`src/rtl/gyro_sample_port.sv`:
```
// Gyro tilt decimator: block-averages 2**AVG_LOG2 X/Y/Z samples into a coherent snapshot
// and exposes it through a 4-word read-only MMIO register file.
module gyro_sample_port #(
    parameter int unsigned AVG_LOG2 = 2
) (
    input  logic        CLK,
    input  logic        RST,
    input  logic        ENABLE,
    input  logic        SAMPLE_VALID,
    input  logic [15:0] X,
    input  logic [15:0] Y,
    input  logic [15:0] Z,
    input  logic        RD,
    input  logic [1:0]  ADDR,
    output logic [31:0] RDATA,
    output logic        INTR
);

    localparam int unsigned AW = 16 + AVG_LOG2;
    localparam int unsigned CW = AVG_LOG2 + 1;
    localparam logic [CW-1:0] LastCnt = CW'((1 << AVG_LOG2) - 1);

    localparam logic [0:0] StAcc    = 1'b0;
    localparam logic [0:0] StCommit = 1'b1;

    logic [0:0]           state_q, state_d;
    logic [CW-1:0]        cnt_q, cnt_d;
    logic signed [AW-1:0] acc_q [3];
    logic signed [AW-1:0] acc_d [3];
    logic signed [15:0]   snap_q [3];
    logic signed [15:0]   snap_d [3];
    logic                 ready_q, ready_d;
    logic                 ovr_q, ovr_d;
    logic [7:0]           ovf_cnt_q, ovf_cnt_d;
    logic [31:0]          rdata_q, rdata_d;

    logic signed [15:0]   sample [3];
    logic signed [AW-1:0] acc_base [3];
    logic signed [AW-1:0] sample_ext [3];
    logic signed [AW-1:0] sum [3];
    logic                 commit, rd_status, rd_z, overrun;

    always_comb begin
        sample[0] = X;
        sample[1] = Y;
        sample[2] = Z;
        commit    = ENABLE && SAMPLE_VALID && (cnt_q == LastCnt);
        state_d   = commit ? StCommit : StAcc;

        cnt_d = cnt_q;
        if (!ENABLE || commit) begin
            cnt_d = '0;
        end else if (SAMPLE_VALID) begin
            cnt_d = cnt_q + 1'b1;
        end

        for (int i = 0; i < 3; i++) begin
            // The stale sum is left in place on commit; the COMMIT state restarts from zero.
            acc_base[i]   = (state_q == StCommit) ? '0 : acc_q[i];
            sample_ext[i] = AW'(sample[i]);
            sum[i]        = acc_base[i] + sample_ext[i];
            snap_d[i]     = snap_q[i];
            if (!ENABLE) begin
                acc_d[i] = '0;
            end else if (commit) begin
                acc_d[i]  = acc_q[i];
                snap_d[i] = 16'(sum[i] >>> AVG_LOG2);
            end else if (SAMPLE_VALID) begin
                acc_d[i] = sum[i];
            end else begin
                acc_d[i] = acc_base[i];
            end
        end
    end

    always_comb begin
        rd_status = RD && (ADDR == 2'd0);
        rd_z      = RD && (ADDR == 2'd3);
        // A Z read in the commit cycle consumes the old data, so it is not an overrun.
        overrun   = commit && ready_q && !rd_z;

        ready_d = ready_q;
        if (commit) begin
            ready_d = 1'b1;
        end else if (rd_z) begin
            ready_d = 1'b0;
        end

        ovr_d = ovr_q;
        if (overrun) begin
            ovr_d = 1'b1;
        end else if (rd_status) begin
            ovr_d = 1'b0;
        end

        ovf_cnt_d = ovf_cnt_q;
        if (overrun) begin
            if (rd_status) begin
                ovf_cnt_d = 8'd1;
            end else if (ovf_cnt_q != 8'hFF) begin
                ovf_cnt_d = ovf_cnt_q + 8'd1;
            end
        end else if (rd_status) begin
            ovf_cnt_d = 8'd0;
        end

        rdata_d = rdata_q;
        if (RD) begin
            unique case (ADDR)
                2'd0: rdata_d = {16'b0, ovf_cnt_q, 6'b0, ovr_q, ready_q};
                2'd1: rdata_d = 32'(snap_q[0]);
                2'd2: rdata_d = 32'(snap_q[1]);
                2'd3: rdata_d = 32'(snap_q[2]);
                default: rdata_d = rdata_q;
            endcase
        end
    end

    always_ff @(posedge CLK or posedge RST) begin
        if (RST) begin
            state_q   <= StAcc;
            cnt_q     <= '0;
            ready_q   <= 1'b0;
            ovr_q     <= 1'b0;
            ovf_cnt_q <= 8'd0;
            rdata_q   <= 32'd0;
            for (int i = 0; i < 3; i++) begin
                acc_q[i]  <= '0;
                snap_q[i] <= '0;
            end
        end else begin
            state_q   <= state_d;
            cnt_q     <= cnt_d;
            ready_q   <= ready_d;
            ovr_q     <= ovr_d;
            ovf_cnt_q <= ovf_cnt_d;
            rdata_q   <= rdata_d;
            for (int i = 0; i < 3; i++) begin
                acc_q[i]  <= acc_d[i];
                snap_q[i] <= snap_d[i];
            end
        end
    end

    assign RDATA = rdata_q;
    assign INTR  = ready_q;

endmodule
```
`config.mk`:
```
export PLATFORM = sky130hd
export DESIGN_NAME = gyro_sample_port
export DESIGN_NICKNAME = d
export VERILOG_FILES = /design/src/rtl/gyro_sample_port.sv
export SDC_FILE = /design/constraint.sdc
export NUM_CORES = 1
export LEC_CHECK = 0
export ABC_AREA = 1
export CORE_MARGIN = 2
export CORE_UTILIZATION = 54
export DETAILED_ROUTE_END_ITERATION = 16
export GPL_TIMING_DRIVEN = 1
export MAX_ROUTING_LAYER = met4
export PLACE_DENSITY = 0.72
export SLEW_MARGIN = 40
export SYNTH_ARGS = -nofsm -noshare
export SYNTH_HDL_FRONTEND = slang
export SYNTH_SLANG_ARGS = --single-unit
```
`constraint.sdc`:
```
create_clock -name CLK -period 9.5 [get_ports CLK]
set_input_delay 0.95 -clock CLK [delete_from_list [all_inputs] [get_ports CLK]]
set_output_delay 0.95 -clock CLK [all_outputs]
set_load 0.02 [all_outputs]
```
==> impl_results.html, run 1 <==
<table>
<tr><th>Metric</th><th>Value</th></tr>
<tr><th colspan="2">Yosys</th></tr>
<tr><td>Prevailing post-synth register cell</td><td>sky130_fd_sc_hd__dfrtp_1</td></tr>
<tr><td>Area leader, netlist</td><td>sky130_fd_sc_hd__dfrtp_1</td></tr>
<tr><td>Number of cells produced by synthesis</td><td>1153</td></tr>
<tr><td>Post-Syn Area</td><td>0.00848 mm2</td></tr>
<tr><td>Cell types with the largest area share after synthesis</td><td>sky130_fd_sc_hd__dfrtp_1 (39%), sky130_fd_sc_hd__nand2_1 (15%), sky130_fd_sc_hd__ha_1 (7.1%), sky130_fd_sc_hd__inv_1 (5.4%), sky130_fd_sc_hd__nand3_1 (4.8%)</td></tr>
<tr><td>Number of synthesized register bits</td><td>133</td></tr>
<tr><td>Sequential share of the synthesized area</td><td>39.3%</td></tr>
<tr><td>Syn nets</td><td>1259</td></tr>
<tr><td>Share of synthesized area spent on multiplexers</td><td>0%</td></tr>
<tr><td>Cell variety after synth</td><td>41</td></tr>
<tr><td>Simple-gate portion of the synthesized area</td><td>29.2%</td></tr>
<tr><td>Mean post-synth cell area</td><td>7.35 um2</td></tr>
<tr><td>Xor-xnor portion of the synthesized cell area</td><td>2.48%</td></tr>
<tr><td>Share of the synthesized area in compound gates (AO/OA/AOI/OAI)</td><td>12.8%</td></tr>
<tr><td>Number of enable-type register cells in the synthesized netlist</td><td>0</td></tr>
<tr><td>Combinational family with the most area after synthesis</td><td>simple AND/OR/NAND/NOR gates</td></tr>
<tr><td>Async S/R FF share, synth</td><td>100%</td></tr>
<tr><td>Yosys top cell area share</td><td>39.3%</td></tr>
<tr><td>Synth Area in Adders</td><td>7.79%</td></tr>
<tr><td>Number of synthesis warnings</td><td>0</td></tr>
<tr><th colspan="2">Routing</th></tr>
<tr><td>TritonRoute pass-1 iters</td><td>5</td></tr>
<tr><td>Total via count in the routed design</td><td>7804</td></tr>
<tr><td>WL per Instance</td><td>15.6 um</td></tr>
<tr><td>Remaining antenna violation count after routing</td><td>0</td></tr>
<tr><td>Violation count after the first detailed-route iteration</td><td>510</td></tr>
<tr><td>Total length of routed wires</td><td>22.5 mm</td></tr>
<tr><td>Residual DRC count</td><td>0</td></tr>
<tr><td>Via density</td><td>5.41</td></tr>
<tr><th colspan="2">Setup path</th></tr>
<tr><td>Top fanout value on the critical path</td><td>19</td></tr>
<tr><td>Largest stage delay, worst path</td><td>0.85 ns</td></tr>
<tr><td>Crit path top cell by count</td><td>sky130_fd_sc_hd__nor2_1</td></tr>
<tr><td>CP Cell Sequence</td><td>clkdlybuf4s50_1 -&gt; inv_2 -&gt; nor2_1 -&gt; clkinv_1 -&gt; nand2_2 -&gt; nand2_1 -&gt; xor2_1 -&gt; nor2_1</td></tr>
<tr><td>Setup crit end kind</td><td>flip-flop</td></tr>
<tr><td>Reg2reg start</td><td>state_q$_DFF_PP0_</td></tr>
<tr><td>Worst path required time</td><td>9.81 ns</td></tr>
<tr><td>CP Data Arrival Time</td><td>3.50 ns</td></tr>
<tr><td>CP Class</td><td>input pin to flip-flop</td></tr>
<tr><td>Category of cells accounting for the largest share of critical-path delay</td><td>buffers and inverters</td></tr>
<tr><td>Master of the slowest instance on the critical path</td><td>sky130_fd_sc_hd__clkdlybuf4s50_1</td></tr>
<tr><td>CP Buf/Inv Count</td><td>3</td></tr>
<tr><td>Start point of the critical path</td><td>RD</td></tr>
<tr><td>Startpoint Class</td><td>input pin</td></tr>
<tr><th colspan="2">Finish</th></tr>
<tr><td>Fill cell count</td><td>1382</td></tr>
<tr><td>Synth-to-Final Area Change</td><td>18.3%</td></tr>
<tr><td>Layout cell share with drive strength beyond 1</td><td>5.84%</td></tr>
<tr><td>Net total in the final layout</td><td>1325</td></tr>
<tr><td>Antenna diode count</td><td>0</td></tr>
<tr><th colspan="2">Clock network</th></tr>
<tr><td>CTS Buffer Depth</td><td>2</td></tr>
<tr><td>Clock tree from TritonCTS</td><td>built</td></tr>
<tr><td>Clk sinks</td><td>133</td></tr>
<tr><td>Worst-skew pair later-pin latency</td><td>0.42 ns</td></tr>
<tr><td>H-tree lvl count</td><td>4</td></tr>
<tr><td>Clock edge transition at the registers on the reported setup and hold paths</td><td>0.06 ns</td></tr>
<tr><td>Buffer type at the clock tree root</td><td>sky130_fd_sc_hd__clkbuf_16</td></tr>
<tr><td>Post-CTS Repair Setup Buffers</td><td>0</td></tr>
<tr><td>Count of hold buffers inserted by post-cts repair</td><td>0</td></tr>
<tr><td>Number of buffers created by CTS</td><td>17</td></tr>
<tr><td>Post-cts resize count</td><td>0</td></tr>
<tr><th colspan="2">Placed design</th></tr>
<tr><td>Final weighted congestion in routability-driven placement</td><td>0.931</td></tr>
<tr><td>Detailed placer's ending HPWL</td><td>16.4 mm</td></tr>
<tr><td>Count of buffers inserted at the top-level ports</td><td>87</td></tr>
<tr><td>Setup slack after placement</td><td>5.75 ns</td></tr>
<tr><th colspan="2">Timing</th></tr>
<tr><td>Sum Neg Setup Slack</td><td>0 ns</td></tr>
<tr><td>Number of endpoints failing setup at the final stage</td><td>0</td></tr>
<tr><td>Share of the clock period used by the worst path</td><td>33.6%</td></tr>
<tr><td>Post-route setup slack</td><td>6.31 ns</td></tr>
<tr><td>Setup clock skew after layout</td><td>0.0118 ns</td></tr>
<tr><td>Time the worst path needs with I/O delays and setup</td><td>3.19 ns</td></tr>
<tr><td>Max Clk Rate</td><td>313 MHz</td></tr>
<tr><td>Transition time at the pin with the least slew margin</td><td>0.677 ns</td></tr>
<tr><td>Worst-case headroom to the max-slew limit</td><td>54.7%</td></tr>
<tr><td>Final hold violation count</td><td>0</td></tr>
<tr><td>Unrepaired setup endpoints after global routing</td><td>false</td></tr>
<tr><td>Final number of max-transition violations</td><td>0</td></tr>
<tr><th colspan="2">Flow run</th></tr>
<tr><td>Max Cap Violations</td><td>0</td></tr>
<tr><th colspan="2">Power</th></tr>
<tr><td>Peak ir drop on the vdd network</td><td>0.175 mV</td></tr>
<tr><td>Static leakage</td><td>0.00505 uW</td></tr>
<tr><td>Power per standard cell area</td><td>220 mW/mm2</td></tr>
<tr><td>Tot Pwr</td><td>2200 uW</td></tr>
<tr><th colspan="2">Global route</th></tr>
<tr><td>Maximum number of pins on one net before global-route repair</td><td>69</td></tr>
<tr><td>Initial antenna violation count</td><td>0</td></tr>
<tr><td>All-layer global routing usage</td><td>29.6%</td></tr>
<tr><td>Global-route wire length before repair</td><td>37.3 mm</td></tr>
<tr><td>Number of global-route vias before repair</td><td>7448</td></tr>
<tr><td>Residual overflow from global routing</td><td>0</td></tr>
<tr><th colspan="2">Min path</th></tr>
<tr><td>Launch instance of the worst min-delay path</td><td>snap_q[29]$_DFFE_PP0P_</td></tr>
<tr><td>Classification of the worst-slack hold path</td><td>flip-flop to flip-flop</td></tr>
<tr><th colspan="2">Die</th></tr>
<tr><td>Top-level port count</td><td>88</td></tr>
<tr><td>Core region area</td><td>0.0153 mm2</td></tr>
<tr><td>Std cell rows</td><td>45</td></tr>
<tr><td>Die Wd</td><td>129 um</td></tr>
<tr><td>Effective utilization at floorplan</td><td>55.6%</td></tr>
<tr><td>DIE HEIGHT</td><td>129 um</td></tr>
<tr><td>Die footprint</td><td>0.0167 mm2</td></tr>
<tr><th colspan="2">Outcome</th></tr>
<tr><td>Result of the run</td><td>completed</td></tr>
</table>
[where the power goes]
group | switching (uW) | internal [uW]
Sequential | 103 | 717
Combinational | 444 | 294
Clock | 259 | 388
Total | 806 | 1400
[placed cells by master (no fill, tap or decap), types with 2 or more instances in the layout]
| cell | netlist | layout |
|---|---|---|
| sky130_fd_sc_hd__inv_1 | 121 | 120 |
| sky130_fd_sc_hd__fa_1 | 3 | 3 |
| sky130_fd_sc_hd__o221ai_1 | 4 | 4 |
| sky130_fd_sc_hd__a21oi_1 | 61 | 61 |
| sky130_fd_sc_hd__o21a_1 | 3 | 3 |
| sky130_fd_sc_hd__dfrtp_1 | 133 | 132 |
| sky130_fd_sc_hd__nor3_1 | 7 | 7 |
| sky130_fd_sc_hd__nand2_1 | 337 | 337 |
| sky130_fd_sc_hd__a21o_1 | 3 | 3 |
| sky130_fd_sc_hd__nor2_1 | 93 | 93 |
| sky130_fd_sc_hd__nand3_1 | 82 | 80 |
| sky130_fd_sc_hd__buf_4 | 15 | 7 |
| sky130_fd_sc_hd__inv_6 | 0 | 5 |
| sky130_fd_sc_hd__xor2_1 | 18 | 18 |
| sky130_fd_sc_hd__clkinv_1 | 3 | 3 |
| sky130_fd_sc_hd__clkinv_2 | 0 | 2 |
| sky130_fd_sc_hd__a31oi_1 | 5 | 5 |
| sky130_fd_sc_hd__o211ai_1 | 3 | 3 |
| sky130_fd_sc_hd__nand3b_1 | 18 | 18 |
| sky130_fd_sc_hd__or2_1 | 4 | 4 |
| sky130_fd_sc_hd__nor4_1 | 5 | 5 |
| sky130_fd_sc_hd__nand2_2 | 20 | 20 |
| sky130_fd_sc_hd__clkinvlp_4 | 0 | 5 |
| sky130_fd_sc_hd__clkdlybuf4s50_1 | 0 | 87 |
| sky130_fd_sc_hd__o22ai_1 | 20 | 20 |
| sky130_fd_sc_hd__o21ai_1 | 19 | 19 |
| sky130_fd_sc_hd__inv_2 | 2 | 2 |
| sky130_fd_sc_hd__nand4_1 | 5 | 5 |
| sky130_fd_sc_hd__o21ai_0 | 62 | 62 |
| sky130_fd_sc_hd__bufinv_16 | 0 | 2 |
| sky130_fd_sc_hd__nand3_2 | 4 | 6 |
| sky130_fd_sc_hd__clkbuf_16 | 0 | 17 |
| sky130_fd_sc_hd__ha_1 | 48 | 48 |
| sky130_fd_sc_hd__xnor2_1 | 6 | 6 |
| sky130_fd_sc_hd__o21bai_1 | 8 | 8 |
[per-stage QoR]
step	utilization, %	hold slack [ns]	cell area (um2)	std cells
6_report	65.7	0.480	10000	1443
5_1_grt	65.7	0.499	10000	1443
4_1_cts	65.7	0.480	10000	1443
3_5_place_dp	61.9	0.465	9450	1411
3_3_place_gp	61.7	0.464	9420	1410
2_1_floorplan	-	0.444	8480	1153
[tightest hold or removal path, stage by stage, from the launching register on]
cell                      delay [ns]
sky130_fd_sc_hd__dfrtp_1        0.34
sky130_fd_sc_hd__nand2_1        0.05
sky130_fd_sc_hd__nand2_1        0.06
[worst paths after layout]
kind	end	slack, ns	cells past startpoint
max	ovf_cnt_q[6]$_DFFE_PP0P_	6.31	8
min	snap_q[29]$_DFFE_PP0P_	0.48	2
max reg2reg	snap_q[46]$_DFFE_PP0P_	6.73	12
min reg2reg	snap_q[29]$_DFFE_PP0P_	0.48	2
max in group asynchronous	acc_q[50]$_DFFE_PP0N_	7.42	4
min in group asynchronous	acc_q[26]$_DFFE_PP0N_	0.97	2
[kinds of logic after synthesis]
logic type,Yosys count
adder cells (fa/ha/maj),51
AND/OR/NAND/NOR,577
flip-flops,133
buffers and inverters,174
AO/OA/AOI/OAI,194
XOR/XNOR,24
[Yosys cell counts (all sizes together), types with 3 or more instances]
| cell type | number |
|---|---|
| nor4 | 5 |
| fa | 3 |
| o21a | 3 |
| clkbuf | 22 |
| xor2 | 18 |
| nor3 | 7 |
| nor2 | 94 |
| nand3b | 18 |
| o21ai | 81 |
| ha | 48 |
| nand4 | 5 |
| o211ai | 3 |
| clkinv | 3 |
| a31oi | 5 |
| a21o | 3 |
| inv | 123 |
| nand2 | 357 |
| buf | 26 |
| o22ai | 20 |
| or2 | 4 |
| o221ai | 4 |
| a21oi | 61 |
| dfrtp | 133 |
| xnor2 | 6 |
| nand3 | 87 |
| o21bai | 8 |
[final cells by class]
class                           count  area [um2]  share of cell area, %
Multi-Input combinational cell    846        4440                   44.2
Sequential cell                   133        3330                   33.2
Timing Repair Buffer               95         943                   9.40
Inverter                          126         478                   4.76
Clock buffer                       18         429                   4.28
Tap cell                          211         264                   2.63
Clock inverter                     14         151                   1.51
[registers in the layout (all words and copies together) (netlist names)]
name and flops:
acc_q 54, RDATA 17, state_q 1, ovf_cnt_q 8
cnt_q 3, INTR 1, ovr_q 1, snap_q 48
[per-layer routing]
metal / vias up / track usage [%] / share of wire (%)
li1: 3888 / - / -
met1: 3680 / 38.7 / 46
met2: 198 / 46.9 / 47
met3: 38 / 5.00 / 5.0
met4: 0 / 9.65 / 2.4
met5: - / - / 0
Note: power is estimated with default switching activity, not from simulation.
==> run 2, diff against run 1 <==
Clock period 9.5 ns to 3.19 ns, I/O delays scaled along.
==> run 2 against run 1 <==
Effect of this change: clock skew fell by 0.0035 ns; register-to-register slack got worse by 6.0 ns; flip-flop and latch count did not move; sequential power rose to 3.0 times the previous value; power rose to 3.1 times the previous value; utilization rose by 0.87 points; clock-buffer cell count rose by 2; combinational power rose to 3.0 times the previous value; routed wire length rose by 1.1%; final cell count rose by 0.42%; global-route usage barely moved; setup slack got worse by 5.5 ns; critical endpoint is now snap_q[11]$_DFFE_PP0P_; largest cell class unchanged; highest routed layer unchanged.
==> impl_results.html, run 2 (synthesis gave the netlist of run 1 again) <==
<table>
<tr><th>Metric</th><th>Value</th></tr>
<tr><th colspan="2">Finish</th></tr>
<tr><td>Layout cell share with drive strength beyond 1</td><td>6.14% (was 5.84%)</td></tr>
<tr><td>Net total in the final layout</td><td>1332 (was 1325)</td></tr>
<tr><td>Number of flip-flops under the largest register name</td><td>54 (unchanged)</td></tr>
<tr><td>Most frequent cells in the layout</td><td>sky130_fd_sc_hd__nand2_1 (337), sky130_fd_sc_hd__dfrtp_1 (133), sky130_fd_sc_hd__inv_1 (120) (was sky130_fd_sc_hd__nand2_1 (337), sky130_fd_sc_hd__dfrtp_1 (132), sky130_fd_sc_hd__inv_1 (120))</td></tr>
<tr><td>Synth-to-Final Area Change</td><td>19.9% (was 18.3%)</td></tr>
<tr><td>Antenna diode count</td><td>0 (unchanged)</td></tr>
<tr><td>Register ranked first by flip-flop count</td><td>acc_q (unchanged)</td></tr>
<tr><td>Summed area of non-filler cells in the final layout</td><td>0.0102 mm2 (was 0.0100 mm2)</td></tr>
<tr><td>Fill cell count</td><td>1371 (was 1382)</td></tr>
<tr><td>Leading cell type in the layout, fill and taps excluded</td><td>sky130_fd_sc_hd__nand2_1 (unchanged)</td></tr>
<tr><th colspan="2">Routing</th></tr>
<tr><td>Remaining antenna violation count after routing</td><td>0 (unchanged)</td></tr>
<tr><td>Residual DRC count</td><td>0 (unchanged)</td></tr>
<tr><td>TritonRoute pass-1 iters</td><td>5 (unchanged)</td></tr>
<tr><td>Via density</td><td>5.47 (was 5.41)</td></tr>
<tr><td>Total length of routed wires</td><td>22.8 mm (was 22.5 mm)</td></tr>
<tr><td>Violation count after the first detailed-route iteration</td><td>635 (was 510)</td></tr>
<tr><td>Total via count in the routed design</td><td>7929 (was 7804)</td></tr>
<tr><td>WL per Instance</td><td>15.7 um (was 15.6 um)</td></tr>
<tr><th colspan="2">Clock network</th></tr>
<tr><td>Worst-skew pair later-pin latency</td><td>0.42 ns (about the same)</td></tr>
<tr><td>Number of buffers created by CTS</td><td>17 (unchanged)</td></tr>
<tr><td>Buffer type at the clock tree root</td><td>sky130_fd_sc_hd__clkbuf_16 (unchanged)</td></tr>
<tr><td>H-tree lvl count</td><td>4 (unchanged)</td></tr>
<tr><td>Post-cts resize count</td><td>0 (unchanged)</td></tr>
<tr><td>Clock edge transition at the registers on the reported setup and hold paths</td><td>0.06 ns (about the same)</td></tr>
<tr><td>Clock tree from TritonCTS</td><td>built (unchanged)</td></tr>
<tr><td>CTS Buffer Depth</td><td>2 (unchanged)</td></tr>
<tr><td>Clk sinks</td><td>133 (unchanged)</td></tr>
<tr><td>Post-CTS Repair Setup Buffers</td><td>0 (unchanged)</td></tr>
<tr><td>Count of hold buffers inserted by post-cts repair</td><td>0 (unchanged)</td></tr>
<tr><th colspan="2">Timing</th></tr>
<tr><td>Transition time at the pin with the least slew margin</td><td>0.706 ns (was 0.677 ns)</td></tr>
<tr><td>Final hold violation count</td><td>0 (unchanged)</td></tr>
<tr><td>Time the worst path needs with I/O delays and setup</td><td>2.41 ns</td></tr>
<tr><td>Max Clk Rate</td><td>415 MHz</td></tr>
<tr><td>Number of endpoints failing setup at the final stage</td><td>0 (unchanged)</td></tr>
<tr><td>Setup clock skew after layout</td><td>0.00827 ns (was 0.0118 ns)</td></tr>
<tr><td>Final number of max-transition violations</td><td>0 (unchanged)</td></tr>
<tr><td>Worst-case headroom to the max-slew limit</td><td>52.7% (was 54.7%)</td></tr>
<tr><td>Share of the clock period used by the worst path</td><td>75.6%</td></tr>
<tr><td>Unrepaired setup endpoints after global routing</td><td>false (unchanged)</td></tr>
<tr><td>Sum Neg Setup Slack</td><td>0 ns (unchanged)</td></tr>
<tr><th colspan="2">Setup path</th></tr>
<tr><td>Worst setup path endpoint</td><td>snap_q[11]$_DFFE_PP0P_ (was ovf_cnt_q[6]$_DFFE_PP0P_)</td></tr>
<tr><td>Setup crit end kind</td><td>flip-flop (unchanged)</td></tr>
<tr><td>Setup slack, reg-to-reg</td><td>0.78 ns (was 6.73 ns)</td></tr>
<tr><td>Worst path required time</td><td>3.53 ns (was 9.81 ns)</td></tr>
<tr><td>Startpoint Class</td><td>flip-flop (was input pin)</td></tr>
<tr><td>Top fanout value on the critical path</td><td>29 (was 19)</td></tr>
<tr><td>CP Class</td><td>flip-flop to flip-flop (was input pin to flip-flop)</td></tr>
<tr><td>End of the worst register-to-register path</td><td>snap_q[11]$_DFFE_PP0P_ (was snap_q[46]$_DFFE_PP0P_)</td></tr>
<tr><td>Reg2reg start</td><td>state_q$_DFF_PP0_ (unchanged)</td></tr>
<tr><td>Start point of the critical path</td><td>state_q$_DFF_PP0_ (was RD)</td></tr>
<tr><td>CP Data Arrival Time</td><td>2.75 ns (was 3.50 ns)</td></tr>
<tr><td>FF-to-FF path depth</td><td>12 (unchanged)</td></tr>
<tr><th colspan="2">Die</th></tr>
<tr><td>Die Wd</td><td>129 um (unchanged)</td></tr>
<tr><td>Effective utilization at floorplan</td><td>55.6% (unchanged)</td></tr>
<tr><td>Std cell rows</td><td>45 (unchanged)</td></tr>
<tr><td>DIE HEIGHT</td><td>129 um (unchanged)</td></tr>
<tr><td>Top-level port count</td><td>88 (unchanged)</td></tr>
<tr><td>Die footprint</td><td>0.0167 mm2 (unchanged)</td></tr>
<tr><td>Core region area</td><td>0.0153 mm2 (unchanged)</td></tr>
<tr><th colspan="2">Outcome</th></tr>
<tr><td>Result of the run</td><td>completed (unchanged)</td></tr>
<tr><th colspan="2">Global route</th></tr>
<tr><td>Residual overflow from global routing</td><td>0 (unchanged)</td></tr>
<tr><td>Number of global-route vias before repair</td><td>7346 (was 7448)</td></tr>
<tr><td>Initial antenna violation count</td><td>0 (unchanged)</td></tr>
<tr><td>Global-route wire length before repair</td><td>37.1 mm (was 37.3 mm)</td></tr>
<tr><td>All-layer global routing usage</td><td>29.6% (about the same)</td></tr>
<tr><td>Maximum number of pins on one net before global-route repair</td><td>52 (was 69)</td></tr>
<tr><th colspan="2">Power</th></tr>
<tr><td>Total net switching power</td><td>2390 uW (was 806 uW)</td></tr>
<tr><td>Portion of total power attributed to combinational logic</td><td>32.8% (was 33.5%)</td></tr>
<tr><td>Fraction of power spent switching nets</td><td>35.3% (was 36.5%)</td></tr>
<tr><td>Tot Pwr</td><td>6760 uW (was 2200 uW)</td></tr>
<tr><td>Peak ir drop on the vdd network</td><td>0.485 mV (was 0.175 mV)</td></tr>
<tr><td>Clock Power Share</td><td>31.1% (was 29.3%)</td></tr>
<tr><td>Power per standard cell area</td><td>666 mW/mm2 (was 220 mW/mm2)</td></tr>
<tr><td>Sequential Power Share</td><td>36.1% (was 37.2%)</td></tr>
<tr><td>Static leakage</td><td>0.00513 uW (was 0.00505 uW)</td></tr>
<tr><td>Internal power of the cells</td><td>4370 uW (was 1400 uW)</td></tr>
<tr><th colspan="2">Placed design</th></tr>
<tr><td>Total cell area at the placement stage</td><td>0.00953 mm2 (was 0.00945 mm2)</td></tr>
<tr><td>Final weighted congestion in routability-driven placement</td><td>0.964 (was 0.931)</td></tr>
<tr><td>Count of buffers inserted at the top-level ports</td><td>87 (unchanged)</td></tr>
<tr><td>Detailed placer's ending HPWL</td><td>16.7 mm (was 16.4 mm)</td></tr>
<tr><th colspan="2">Min path</th></tr>
<tr><td>Classification of the worst-slack hold path</td><td>input pin to async pin (was flip-flop to flip-flop)</td></tr>
<tr><th colspan="2">Flow run</th></tr>
<tr><td>Max Cap Violations</td><td>0 (unchanged)</td></tr>
</table>
[run 2: changes by cell type in the layout (fill, tap and decap cells not counted), sizes merged]
cell,previous run,this run
clkinvlp,5,3
inv,127,124
bufinv,2,4
buf,8,15
clkbuf,18,20
[run 2: power groups by stage]
stage	Clock [uW]	Sequential, uW	Combinational, uW
2_1_floorplan	0	2420	1510
3_3_place_gp	0	2450	2170
3_5_place_dp	0	2450	2200
4_1_cts	2120	2430	2220
5_1_grt	2210	2480	2500
6_report	2110	2440	2220
[run 2: final cells by class]
type | count | area (um2) | share of cell area, %
inverter | 126 | 477 | 4.69
sequential | 133 | 3330 | 32.7
tap | 211 | 264 | 2.60
clock inverter | 11 | 174 | 1.71
clock buffer | 20 | 457 | 4.49
multi-input combinational | 846 | 4430 | 43.6
timing repair buffer | 102 | 1030 | 10.2
[run 2: worst min path at each step]
| stage | endpoint | cells past startpoint |
|---|---|---|
| detailed placement | RDATA[4]$_DFFE_PP0P_ | 2 |
| CTS | acc_q[28]$_DFFE_PP0N_ | 2 |
| floorplan | snap_q[24]$_DFFE_PP0P_ | 2 |
| finish | acc_q[28]$_DFFE_PP0N_ | 2 |
| global placement | acc_q[44]$_DFFE_PP0N_ | 2 |
| global route | acc_q[32]$_DFFE_PP0N_ | 2 |
[run 2: critical path, stage by stage (launching register included)]
cell and delay (ns):
sky130_fd_sc_hd__dfrtp_1 0.34, sky130_fd_sc_hd__buf_4 0.35, sky130_fd_sc_hd__inv_2 0.27, sky130_fd_sc_hd__nand3_1 0.21, sky130_fd_sc_hd__nand2_1 0.14, sky130_fd_sc_hd__nor2_1 0.15, sky130_fd_sc_hd__nand2_1 0.09, sky130_fd_sc_hd__nand2_1 0.14
sky130_fd_sc_hd__nand3_1 0.09, sky130_fd_sc_hd__nand2_1 0.11, sky130_fd_sc_hd__nor2_1 0.05, sky130_fd_sc_hd__nand3b_1 0.24, sky130_fd_sc_hd__o21ai_1 0.14
[run 2: through the flow]
| step | setup slack, ns | instances | hold slack [ns] | utilization, % |
|---|---|---|---|---|
| 6_report | 0.779 | 1449 | 0.227 | 66.6 |
| 5_1_grt | 0.483 | 1449 | 0.250 | 66.6 |
| 4_1_cts | 0.768 | 1449 | 0.227 | 66.6 |
| 3_5_place_dp | 0.736 | 1418 | 0.464 | 62.5 |
| 3_3_place_gp | 0.779 | 1418 | 0.463 | 62.5 |
| 2_1_floorplan | 0.979 | 1153 | 0.444 | - |
[run 2: per-layer routing]
metal / vias up / GRT usage (%) / routed length, um
met5: - / - / 0
met4: 0 / 8.50 / 444
met3: 29 / 5.53 / 1370
met2: 282 / 45.7 / 10400
met1: 3716 / 39.9 / 10600
li1: 3902 / - / -
==> run 3, diff against run 2 <==
Clock period 3.19 ns to 2.4 ns, I/O delays scaled along.
==> run 3 against run 2 <==
Effect of this change: setup slack worse by 0.65 ns; sequential share of layout area down 0.30 points; combinational power up 36%; critical path type unchanged; register-to-register slack worse by 0.65 ns.
==> impl_results.html, run 3 (synthesis gave the netlist of run 1 again) <==
<table>
<tr><th>Metric</th><th>Value</th></tr>
<tr><th colspan="2">Outcome</th></tr>
<tr><td>Result of the run</td><td>completed (unchanged)</td></tr>
<tr><th colspan="2">Finish</th></tr>
<tr><td>Net total in the final layout</td><td>1346 (was 1332)</td></tr>
<tr><td>Antenna diode count</td><td>0 (unchanged)</td></tr>
<tr><td>Most frequent cells in the layout</td><td>sky130_fd_sc_hd__nand2_1 (332), sky130_fd_sc_hd__dfrtp_1 (132), sky130_fd_sc_hd__inv_1 (119) (was sky130_fd_sc_hd__nand2_1 (337), sky130_fd_sc_hd__dfrtp_1 (133), sky130_fd_sc_hd__inv_1 (120))</td></tr>
<tr><td>Fill cell count</td><td>1361 (was 1371)</td></tr>
<tr><td>Footprint of the multi-input gates</td><td>0.00448 mm2 (was 0.00443 mm2)</td></tr>
<tr><td>Summed area of non-filler cells in the final layout</td><td>0.0103 mm2 (was 0.0102 mm2)</td></tr>
<tr><td>Leading cell type in the layout, fill and taps excluded</td><td>sky130_fd_sc_hd__nand2_1 (unchanged)</td></tr>
<tr><td>Number of flip-flops under the largest register name</td><td>54 (unchanged)</td></tr>
<tr><td>Layout cell share with drive strength beyond 1</td><td>8.55% (was 6.14%)</td></tr>
<tr><td>Synth-to-Final Area Change</td><td>21.0% (was 19.9%)</td></tr>
<tr><td>Storage cell area</td><td>0.00333 mm2 (about the same)</td></tr>
<tr><td>Register ranked first by flip-flop count</td><td>acc_q (unchanged)</td></tr>
<tr><td>End-of-flow core utilization</td><td>67.2% (was 66.6%)</td></tr>
<tr><th colspan="2">Die</th></tr>
<tr><td>Die footprint</td><td>0.0167 mm2 (unchanged)</td></tr>
<tr><td>Die Wd</td><td>129 um (unchanged)</td></tr>
<tr><td>Top-level port count</td><td>88 (unchanged)</td></tr>
<tr><td>Std cell rows</td><td>45 (unchanged)</td></tr>
<tr><td>Effective utilization at floorplan</td><td>55.6% (unchanged)</td></tr>
<tr><td>DIE HEIGHT</td><td>129 um (unchanged)</td></tr>
<tr><td>Core region area</td><td>0.0153 mm2 (unchanged)</td></tr>
<tr><th colspan="2">Routing</th></tr>
<tr><td>WL per Instance</td><td>15.8 um (was 15.7 um)</td></tr>
<tr><td>Remaining antenna violation count after routing</td><td>0 (unchanged)</td></tr>
<tr><td>Via density</td><td>5.40 (was 5.47)</td></tr>
<tr><td>TritonRoute pass-1 iters</td><td>8 (was 5)</td></tr>
<tr><td>Violation count after the first detailed-route iteration</td><td>582 (was 635)</td></tr>
<tr><td>Total length of routed wires</td><td>23.0 mm (was 22.8 mm)</td></tr>
<tr><td>Residual DRC count</td><td>0 (unchanged)</td></tr>
<tr><td>Total via count in the routed design</td><td>7905 (was 7929)</td></tr>
<tr><th colspan="2">Flow run</th></tr>
<tr><td>Max Cap Violations</td><td>0 (unchanged)</td></tr>
<tr><th colspan="2">Setup path</th></tr>
<tr><td>Levels on crit path</td><td>12 (unchanged)</td></tr>
<tr><td>CP Buf/Inv Count</td><td>2 (unchanged)</td></tr>
<tr><td>FF-to-FF path depth</td><td>12 (unchanged)</td></tr>
<tr><td>Start point of the critical path</td><td>state_q$_DFF_PP0_ (unchanged)</td></tr>
<tr><td>Worst setup path endpoint</td><td>snap_q[46]$_DFFE_PP0P_ (was snap_q[11]$_DFFE_PP0P_)</td></tr>
<tr><td>CP Class</td><td>flip-flop to flip-flop (unchanged)</td></tr>
<tr><td>Master of the slowest instance on the critical path</td><td>sky130_fd_sc_hd__dfrtp_2 (was sky130_fd_sc_hd__buf_4)</td></tr>
<tr><td>Category of cells accounting for the largest share of critical-path delay</td><td>compound AO/OA/AOI/OAI gates (was simple AND/OR/NAND/NOR gates)</td></tr>
<tr><td>Worst path required time</td><td>2.71 ns (was 3.53 ns)</td></tr>
<tr><td>CP Cell Sequence</td><td>buf_4 -&gt; clkbuf_16 -&gt; nor2_1 -&gt; ha_1 -&gt; a21oi_1 -&gt; o21ai_1 -&gt; a21oi_1 -&gt; nand2_2 -&gt; nand2_1 -&gt; nand3_1 -&gt; nand3_1 -&gt; nand2_1 (was buf_4 -&gt; inv_2 -&gt; nand3_1 -&gt; nand2_1 -&gt; nor2_1 -&gt; nand2_1 -&gt; nand2_1 -&gt; nand3_1 -&gt; nand2_1 -&gt; nor2_1 -&gt; nand3b_1 -&gt; o21ai_1)</td></tr>
<tr><td>Setup slack, reg-to-reg</td><td>0.13 ns (was 0.78 ns)</td></tr>
<tr><td>CP Data Arrival Time</td><td>2.59 ns (was 2.75 ns)</td></tr>
<tr><td>Top fanout value on the critical path</td><td>11 (was 29)</td></tr>
<tr><td>End of the worst register-to-register path</td><td>snap_q[46]$_DFFE_PP0P_ (was snap_q[11]$_DFFE_PP0P_)</td></tr>
<tr><td>Reg2reg start</td><td>state_q$_DFF_PP0_ (unchanged)</td></tr>
<tr><td>Startpoint Class</td><td>flip-flop (unchanged)</td></tr>
<tr><td>Largest stage delay, worst path</td><td>0.44 ns (was 0.35 ns)</td></tr>
<tr><td>Setup crit end kind</td><td>flip-flop (unchanged)</td></tr>
<tr><th colspan="2">Placed design</th></tr>
<tr><td>Total cell area at the placement stage</td><td>0.00961 mm2 (was 0.00953 mm2)</td></tr>
<tr><td>Final weighted congestion in routability-driven placement</td><td>0.935 (was 0.964)</td></tr>
<tr><td>Detailed placer's ending HPWL</td><td>17.2 mm (was 16.7 mm)</td></tr>
<tr><td>Count of buffers inserted at the top-level ports</td><td>87 (unchanged)</td></tr>
<tr><th colspan="2">Power</th></tr>
<tr><td>Sequential Power Share</td><td>37.1% (was 36.1%)</td></tr>
<tr><td>Peak ir drop on the vdd network</td><td>0.594 mV (was 0.485 mV)</td></tr>
<tr><td>Static leakage</td><td>0.00516 uW (was 0.00513 uW)</td></tr>
<tr><td>Portion of total power attributed to combinational logic</td><td>34.8% (was 32.8%)</td></tr>
<tr><td>Total net switching power</td><td>3210 uW (was 2390 uW)</td></tr>
<tr><td>Power per standard cell area</td><td>849 mW/mm2 (was 666 mW/mm2)</td></tr>
<tr><td>Internal power of the cells</td><td>5500 uW (was 4370 uW)</td></tr>
<tr><td>Fraction of power spent switching nets</td><td>36.8% (was 35.3%)</td></tr>
<tr><td>Clock Power Share</td><td>28.2% (was 31.1%)</td></tr>
<tr><th colspan="2">Clock network</th></tr>
<tr><td>Clock edge transition at the registers on the reported setup and hold paths</td><td>0.06 ns (about the same)</td></tr>
<tr><td>Clk sinks</td><td>133 (unchanged)</td></tr>
<tr><td>H-tree lvl count</td><td>4 (unchanged)</td></tr>
<tr><td>Number of buffers created by CTS</td><td>17 (unchanged)</td></tr>
<tr><td>Clock tree from TritonCTS</td><td>built (unchanged)</td></tr>
<tr><td>CTS Buffer Depth</td><td>2 (unchanged)</td></tr>
<tr><td>Buffer type at the clock tree root</td><td>sky130_fd_sc_hd__clkbuf_16 (unchanged)</td></tr>
<tr><td>Worst-skew pair later-pin latency</td><td>0.42 ns (about the same)</td></tr>
<tr><th colspan="2">Global route</th></tr>
<tr><td>Number of global-route vias before repair</td><td>7555 (was 7346)</td></tr>
<tr><td>Initial antenna violation count</td><td>0 (unchanged)</td></tr>
<tr><td>All-layer global routing usage</td><td>30.0% (was 29.6%)</td></tr>
<tr><td>Residual overflow from global routing</td><td>0 (unchanged)</td></tr>
<tr><td>Maximum number of pins on one net before global-route repair</td><td>107 (was 52)</td></tr>
<tr><td>Global-route wire length before repair</td><td>37.8 mm (was 37.1 mm)</td></tr>
<tr><th colspan="2">Timing</th></tr>
<tr><td>Worst-case headroom to the max-slew limit</td><td>59.3% (was 52.7%)</td></tr>
<tr><td>Sum Neg Setup Slack</td><td>0 ns (unchanged)</td></tr>
<tr><td>Number of endpoints failing setup at the final stage</td><td>0 (unchanged)</td></tr>
<tr><td>Hold Worst Slack</td><td>0.300 ns (was 0.227 ns)</td></tr>
<tr><td>Setup clock skew after layout</td><td>0.0109 ns (was 0.00827 ns)</td></tr>
<tr><td>Final number of max-transition violations</td><td>0 (unchanged)</td></tr>
<tr><td>Max Clk Rate</td><td>440 MHz (was 415 MHz)</td></tr>
<tr><td>Transition time at the pin with the least slew margin</td><td>0.610 ns (was 0.706 ns)</td></tr>
<tr><td>Share of the clock period used by the worst path</td><td>94.8% (was 75.6%)</td></tr>
<tr><td>Time the worst path needs with I/O delays and setup</td><td>2.27 ns (was 2.41 ns)</td></tr>
<tr><td>Final hold violation count</td><td>0 (unchanged)</td></tr>
<tr><th colspan="2">Min path</th></tr>
<tr><td>Classification of the worst-slack hold path</td><td>input pin to async pin (unchanged)</td></tr>
</table>
run 3: timing repair:
action | 4_1_cts | 5_1_grt
setup endpoints to repair | 0 | 43
resized for setup | 0 | 20
buffers inserted | 0 | 3
hold buffers | 0 | 0
run 3: stage by stage:
stage                     std cells  power, uW  setup slack (ns)
after floorplan                1153       5230             0.189
after global placement         1428       6180             0.131
after detailed placement       1428       6210            0.0941
after CTS                      1459       8680            0.0802
after global routing           1463       9290           -0.0209
final                          1463       8710             0.126
run 3: how the worst min path moves through the flow:
stage	to	slack, ns	cells past startpoint
2_1_floorplan	cnt_q[1]$_DFFE_PP0P_	0.40	1
3_3_place_gp	acc_q[35]$_DFFE_PP0N_	0.46	2
3_5_place_dp	RDATA[6]$_DFFE_PP0P_	0.47	2
4_1_cts	acc_q[29]$_DFFE_PP0N_	0.31	3
5_1_grt	acc_q[29]$_DFFE_PP0N_	0.34	3
6_report	acc_q[29]$_DFFE_PP0N_	0.30	3
run 3: tightest hold or removal path, stage by stage:
cell                              delay (ns)
sky130_fd_sc_hd__clkdlybuf4s50_1        0.44
sky130_fd_sc_hd__clkinvlp_4             0.11
sky130_fd_sc_hd__buf_4                  0.34
run 3: layout make-up:
| type | instances | share of cell area, % |
|---|---|---|
| Inverter | 126 | 4.65 |
| Sequential cell | 133 | 32.4 |
| Timing Repair Buffer | 116 | 11.3 |
| Tap cell | 211 | 2.57 |
| Clock buffer | 19 | 4.32 |
| Clock inverter | 12 | 1.04 |
| Multi-Input combinational cell | 846 | 43.7 |
run 3: power by group through the flow:
stage,Sequential [uW],Clock [uW],Combinational (uW)
final,3230,2450,3030
after global routing,3300,2580,3410
after CTS,3220,2470,2990
after detailed placement,3250,0,2960
after global placement,3240,0,2930
after floorplan,3220,0,2010
run 3: metal layers:
metal | vias up | share of wire [%] | GRT usage (%)
met5 | - | 0 | -
met3 | 48 | 5.6 | 4.71
met1 | 3684 | 47 | 40.9
li1 | 3942 | - | -
met4 | 0 | 2.3 | 9.72
met2 | 231 | 45 | 46.1
